**src/rtl/reg_file_if.sv**
```systemverilog
// Register file bundle: write-back triple, two read ports and the issue/flush
// scoreboard controls seen by decode.
interface reg_file_if #(
  parameter int unsigned DATA_WIDTH = 32,
  parameter int unsigned ADDR_WIDTH = 5
);

  logic [ADDR_WIDTH-1:0] reg_write_addr;
  logic [DATA_WIDTH-1:0] reg_write_data;
  logic                  reg_write_enable;

  logic [ADDR_WIDTH-1:0] rs1_addr;
  logic [ADDR_WIDTH-1:0] rs2_addr;
  logic [DATA_WIDTH-1:0] rs1_data;
  logic [DATA_WIDTH-1:0] rs2_data;

  logic                  issue_valid;
  logic [ADDR_WIDTH-1:0] issue_rd;
  logic                  flush;
  logic                  hazard_stall;

  // Pipeline side: drives write-back, read indices and issue controls.
  modport master (
    output reg_write_addr, reg_write_data, reg_write_enable,
    output rs1_addr, rs2_addr,
    output issue_valid, issue_rd, flush,
    input  rs1_data, rs2_data, hazard_stall
  );

  // Register file side.
  modport slave (
    input  reg_write_addr, reg_write_data, reg_write_enable,
    input  rs1_addr, rs2_addr,
    input  issue_valid, issue_rd, flush,
    output rs1_data, rs2_data, hazard_stall
  );

endinterface

```
**src/rtl/reg_file.sv**
```systemverilog
// Architectural register file: x0 hardwired to zero, write-back bypass onto
// both combinational read ports, and a one-writer-per-register busy
// scoreboard that raises a decode stall on in-flight sources.
module reg_file #(
  parameter int unsigned DATA_WIDTH = 32,
  parameter int unsigned ADDR_WIDTH = 5
) (
  input  logic       clk,
  input  logic       reset,
  reg_file_if.slave  bus
);

  localparam int unsigned DEPTH = 1 << ADDR_WIDTH;

  logic [DATA_WIDTH-1:0] regs [DEPTH];
  logic [DEPTH-1:0]      busy;
  logic [DEPTH-1:0]      busy_next;
  logic [DEPTH-1:0]      busy_eff;
  logic [DEPTH-1:0]      wb_hit;
  logic [DEPTH-1:0]      issue_hit;
  logic                  wr_commit;

  // One-hot decode of the write-back and issue destinations (index 0 never hits).
  always_comb begin
    wb_hit    = '0;
    issue_hit = '0;
    for (int unsigned i = 1; i < DEPTH; i++) begin
      wb_hit[i]    = bus.reg_write_enable && (bus.reg_write_addr == ADDR_WIDTH'(i));
      issue_hit[i] = bus.issue_valid && (bus.issue_rd == ADDR_WIDTH'(i));
    end
  end

  assign wr_commit = bus.reg_write_enable && (bus.reg_write_addr != '0);

  // Register storage; writes to x0 are dropped so regs[0] stays at its reset value.
  always_ff @(posedge clk or posedge reset) begin
    if (reset) begin
      for (int unsigned i = 0; i < DEPTH; i++) begin
        regs[i] <= '0;
      end
    end else if (wr_commit) begin
      regs[bus.reg_write_addr] <= bus.reg_write_data;
    end
  end

  // Read port 1: x0 reads zero, a same-cycle write-back is bypassed.
  always_comb begin
    bus.rs1_data = regs[bus.rs1_addr];
    if (bus.rs1_addr == '0) begin
      bus.rs1_data = '0;
    end else if (wb_hit[bus.rs1_addr]) begin
      bus.rs1_data = bus.reg_write_data;
    end
  end

  // Read port 2: same rules as port 1.
  always_comb begin
    bus.rs2_data = regs[bus.rs2_addr];
    if (bus.rs2_addr == '0) begin
      bus.rs2_data = '0;
    end else if (wb_hit[bus.rs2_addr]) begin
      bus.rs2_data = bus.reg_write_data;
    end
  end

  // Scoreboard next state: flush beats issue, issue beats write-back clear.
  always_comb begin
    busy_next = busy;
    for (int unsigned i = 1; i < DEPTH; i++) begin
      if (bus.flush) begin
        busy_next[i] = 1'b0;
      end else if (issue_hit[i]) begin
        busy_next[i] = 1'b1;
      end else if (wb_hit[i]) begin
        busy_next[i] = 1'b0;
      end
    end
    busy_next[0] = 1'b0;
  end

  // Scoreboard state register.
  always_ff @(posedge clk or posedge reset) begin
    if (reset) begin
      busy <= '0;
    end else begin
      busy <= busy_next;
    end
  end

  // A write-back landing this cycle resolves its hazard through the bypass.
  assign busy_eff = busy & ~wb_hit;

  // Stall when either non-zero source still has an outstanding writer.
  always_comb begin
    bus.hazard_stall = 1'b0;
    if ((bus.rs1_addr != '0) && busy_eff[bus.rs1_addr]) begin
      bus.hazard_stall = 1'b1;
    end
    if ((bus.rs2_addr != '0) && busy_eff[bus.rs2_addr]) begin
      bus.hazard_stall = 1'b1;
    end
  end

endmodule

```
**src/flat_wrapper.sv**
```systemverilog
// flat-port wrapper written by rule: the top's interface ports become plain ports
module reg_file_flat 
#(
  parameter int unsigned DATA_WIDTH = 32,
  parameter int unsigned ADDR_WIDTH = 5
)
  (clk, reset, bus_reg_write_addr, bus_reg_write_data, bus_reg_write_enable, bus_rs1_addr, bus_rs2_addr, bus_issue_valid, bus_issue_rd, bus_flush, bus_rs1_data, bus_rs2_data, bus_hazard_stall);
  reg_file_if #(.DATA_WIDTH(DATA_WIDTH), .ADDR_WIDTH(ADDR_WIDTH)) bus_i ();
  input  logic clk;
  input  logic reset;
  input wire logic [$bits(bus_i.reg_write_addr)-1:0] bus_reg_write_addr;
  input wire logic [$bits(bus_i.reg_write_data)-1:0] bus_reg_write_data;
  input wire logic [$bits(bus_i.reg_write_enable)-1:0] bus_reg_write_enable;
  input wire logic [$bits(bus_i.rs1_addr)-1:0] bus_rs1_addr;
  input wire logic [$bits(bus_i.rs2_addr)-1:0] bus_rs2_addr;
  input wire logic [$bits(bus_i.issue_valid)-1:0] bus_issue_valid;
  input wire logic [$bits(bus_i.issue_rd)-1:0] bus_issue_rd;
  input wire logic [$bits(bus_i.flush)-1:0] bus_flush;
  output wire logic [$bits(bus_i.rs1_data)-1:0] bus_rs1_data;
  output wire logic [$bits(bus_i.rs2_data)-1:0] bus_rs2_data;
  output wire logic [$bits(bus_i.hazard_stall)-1:0] bus_hazard_stall;
  assign bus_i.reg_write_addr = bus_reg_write_addr;
  assign bus_i.reg_write_data = bus_reg_write_data;
  assign bus_i.reg_write_enable = bus_reg_write_enable;
  assign bus_i.rs1_addr = bus_rs1_addr;
  assign bus_i.rs2_addr = bus_rs2_addr;
  assign bus_i.issue_valid = bus_issue_valid;
  assign bus_i.issue_rd = bus_issue_rd;
  assign bus_i.flush = bus_flush;
  assign bus_rs1_data = bus_i.rs1_data;
  assign bus_rs2_data = bus_i.rs2_data;
  assign bus_hazard_stall = bus_i.hazard_stall;
  reg_file #(.DATA_WIDTH(DATA_WIDTH), .ADDR_WIDTH(ADDR_WIDTH)) u_core (.clk(clk), .reset(reset), .bus(bus_i));
endmodule
```
**config.mk**
```make
export PLATFORM = sky130hd
export DESIGN_NAME = reg_file_flat
export DESIGN_NICKNAME = d
export VERILOG_FILES = /design/src/rtl/reg_file_if.sv /design/src/rtl/reg_file.sv /design/src/flat_wrapper.sv
export SDC_FILE = /design/constraint.sdc
export NUM_CORES = 2
export LEC_CHECK = 0
export CAP_MARGIN = 20
export CORE_MARGIN = 2
export CORE_UTILIZATION = 63
export DETAILED_ROUTE_END_ITERATION = 6
export GPL_ROUTABILITY_DRIVEN = 1
export HOLD_SLACK_MARGIN = 0.06
export PLACE_DENSITY = 0.81
export SKIP_CTS_REPAIR_TIMING = 1
export SKIP_LAST_GASP = 1
export SLEW_MARGIN = 20
export SYNTH_ARGS = -nofsm -noshare
export SYNTH_HDL_FRONTEND = slang
export SYNTH_SLANG_ARGS = --single-unit
```
**constraint.sdc**
```tcl
create_clock -name clk -period 50.2 [get_ports clk]
set_input_delay 7.53 -clock clk [delete_from_list [all_inputs] [get_ports clk]]
set_output_delay 7.53 -clock clk [all_outputs]
set_load 0.02 [all_outputs]
```
==> metrics.yaml <==
die_h_um: 305
worst_ep_required_time_ns: 42.67
synth_top_family_by_area: "multiplexers"
whs_path_depth: 0
drt_wl_total_um: 164000
worst-path-buf-inv: 5
yosysMostFrequentCell: "dfrtp_1"
postPlaceCellArea_um2: 58900
io_pins: 122
cts_root_buf: "clkbuf_16"
status: "complete, no violations"
postRouteAntennaNets: 0
fin_crit_ns: 20.04
num_vias: 36200
synth_area_leaders: "dfrtp_1 46%, mux4_2 25%, mux2_2 19%, clkbuf_1 1.8%, nand2_1 1.0%"
drt_first_iter_violations: 4420
hold_viol_final: 0
drcViolationCount: 0
p_leak_nw: 26.5
drive_above_1_share_pct: 54.2
synth_commonest_cells: "1055 x dfrtp_1, 987 x mux2_2, 647 x mux4_2"
crit_type: "in -> out"
synth.area.mux_share_pct: 45.6
powerDensity_nw_per_um2: 40.1
timing.rr.start: "u_core.regs[158]$_DFFE_PP0P_"
syn_inst: 3685
synth.largest_area_cell: "dfrtp_1"
synth-edff-count: 0
dieWidth_um: 305
finalClockSkew_ns: 0
start_kind: "input pin"
crit_path_end_kind: "primary output"
whs_ns: 0.394
grt_max_degree: 127
cts.sinks: 1055
drt-wirelength-per-cell_um: 34.0
cpLargestDelayFamily: "buffers and inverters"
synth_nets: 3742
hold_path_end: "u_core.regs[1009]$_DFFE_PP0P_"
tritoncts: "yes"
max_slew.worst_pin.slew_ns: 1.14
cpMaxStageDelayCell: "buf_4"
ys_seq_area_share_pct: 46.2
worstPathArrival_ns: 12.51
post-route-period-util_pct: 39.9
synth_flop_cell: "dfrtp_1"
slew_violations: 0
clock_path_buffers: 3
final_util_pct: 69.4
drt_pre_antenna_iters: 6
yosysWarnings: 0
grt_antenna_before_repair: 1
syn_area_per_cell_um2: 15.5
post_synth_fa_ha_maj_area_fraction_pct: 0
grt_pass1_vias: 38900
grt_pass1_wl_um: 247000
cp_common_cell: "buf_4"
grt_setup_unrepaired: "no"
hp-start: "u_core.regs[1009]$_DFFE_PP0P_"
dp_hpwl_um: 88500
r2r_slack_ns: 49.37
fmax_mhz: 49.9
setup_viol: 0
synth_area_um2: 57200
synthArstFlopShare_pct: 100
ys_types: 67
grt_usage_pct: 36.0
initial_core_util_pct: 63.5
ff2ff_path_depth: 1
slowest_delay_ns: 0.82
place.gp.congestion: 0.849
ir_drop_v: 0.0000284
hp-class: "reg -> reg"
tns_ns: 0
num_antenna_cells: 0
synth_top_area_share_pct: 46.2
portBuffers: 121
h-tree-depth: 3
worstPathCellList: "buf_8 > buf_4 > buf_12 > and2_1 > o21ai_0 > o31ai_1 > a31o_2 > buf_4 > a21oi_1 > nor3_1 > clkdlybuf4s50_1"
synth-seq-cells: 1055
cts_buffers: 110
synth_simple_gate_area_share_pct: 2.83
rows: 110
dieArea_um2: 93200
maxCapViolCount: 0
relSlewSlack_pct: 23.8
fin_area_um2: 62500
r2r-end: "u_core.regs[158]$_DFFE_PP0P_"
fp.coreArea_um2: 90000
synth_compound_area_share_pct: 2.10
insertion_delay_ns: 0.67
viasPerCell: 7.51
syn_to_final_growth_pct: 9.33
overflow: 0
synth_xor_area_share_pct: 0.0919
fin_nets: 3628
clk_pin_slew_ns: 0.05
crit_fanout: 73
==> cell families (layout without fill, tap and decap cells) <==
kind of cell | count (synthesis) | in the layout
AND/OR/NAND/NOR | 332 | 332
AO/OA/AOI/OAI | 177 | 177
multiplexers | 1674 | 1674
buffers and inverters | 441 | 408
XOR/XNOR | 6 | 6
flip-flops | 1055 | 1055
==> metrics by stage <==
stage	std cells	power [mW]	worst slack (ns)
6_report	4828	2.50	30.16
5_1_grt	4828	2.59	29.81
4_1_cts	4827	2.51	30.16
3_5_place_dp	4634	1.68	30.20
3_3_place_gp	4634	1.64	30.21
2_1_floorplan	3685	1.53	12.97
==> sequential cells by signal (all words and copies together), names as in the netlist <==
register	count
u_core.busy	31
u_core.regs	1024
==> layout make-up <==
class / count / area [µm²]
Clock buffer: 156 / 3160
Clock inverter: 37 / 454
Fill cell: 5769 / 27500
Inverter: 11 / 53.8
Multi-Input combinational cell: 2189 / 29100
Sequential cell: 1055 / 26400
Tap cell: 1176 / 1470
Timing Repair Buffer: 204 / 1820
==> how the worst max path moves through the flow <==
stage | start | end | slack, ns | cells past startpoint
global placement | bus_rs2_addr[0] | bus_rs2_data[4] | 30.21 | 11
finish | bus_rs2_addr[0] | bus_rs2_data[1] | 30.16 | 11
detailed placement | bus_rs2_addr[0] | bus_rs2_data[4] | 30.20 | 11
floorplan | reset | u_core.busy[10]$_DFFE_PP0P_ | 12.97 | 1
CTS | bus_rs2_addr[0] | bus_rs2_data[4] | 30.16 | 11
global route | bus_rs2_addr[0] | bus_rs2_data[1] | 29.81 | 11
==> cell usage in the layout, fill, tap and decap left out, drive strengths merged, types with 7 or more instances in the layout <==
cell / Yosys / final
a21oi: 61 / 61
mux2i: 35 / 35
a211oi: 33 / 33
clkdlybuf4s50: 0 / 98
clkbuf: 277 / 156
buf: 153 / 106
inv: 8 / 12
o2111a: 7 / 7
dfrtp: 1055 / 1055
o211ai: 9 / 9
mux2: 992 / 992
nor3: 70 / 70
clkinv: 3 / 23
nand2: 155 / 155
o21ai: 28 / 28
nor2: 64 / 64
bufinv: 0 / 9
mux4: 647 / 647
==> power breakdown <==
| group | switching, mW | internal, mW | leakage [nW] |
|---|---|---|---|
| Combinational | 0.216 | 0.337 | 11.2 |
| Sequential | 0.120 | 1.01 | 13.6 |
| Clock | 0.342 | 0.481 | 1.78 |
==> routing by layer <==
layer	track usage, %	share of wire (%)	vias up
met3	7.41	9.1	622
met2	58.0	49	2236
met5	0	0.0097	-
met1	46.1	36	19300
met4	20.4	6.5	2
li1	-	-	14100
Power figures use the tool's default switching activity.
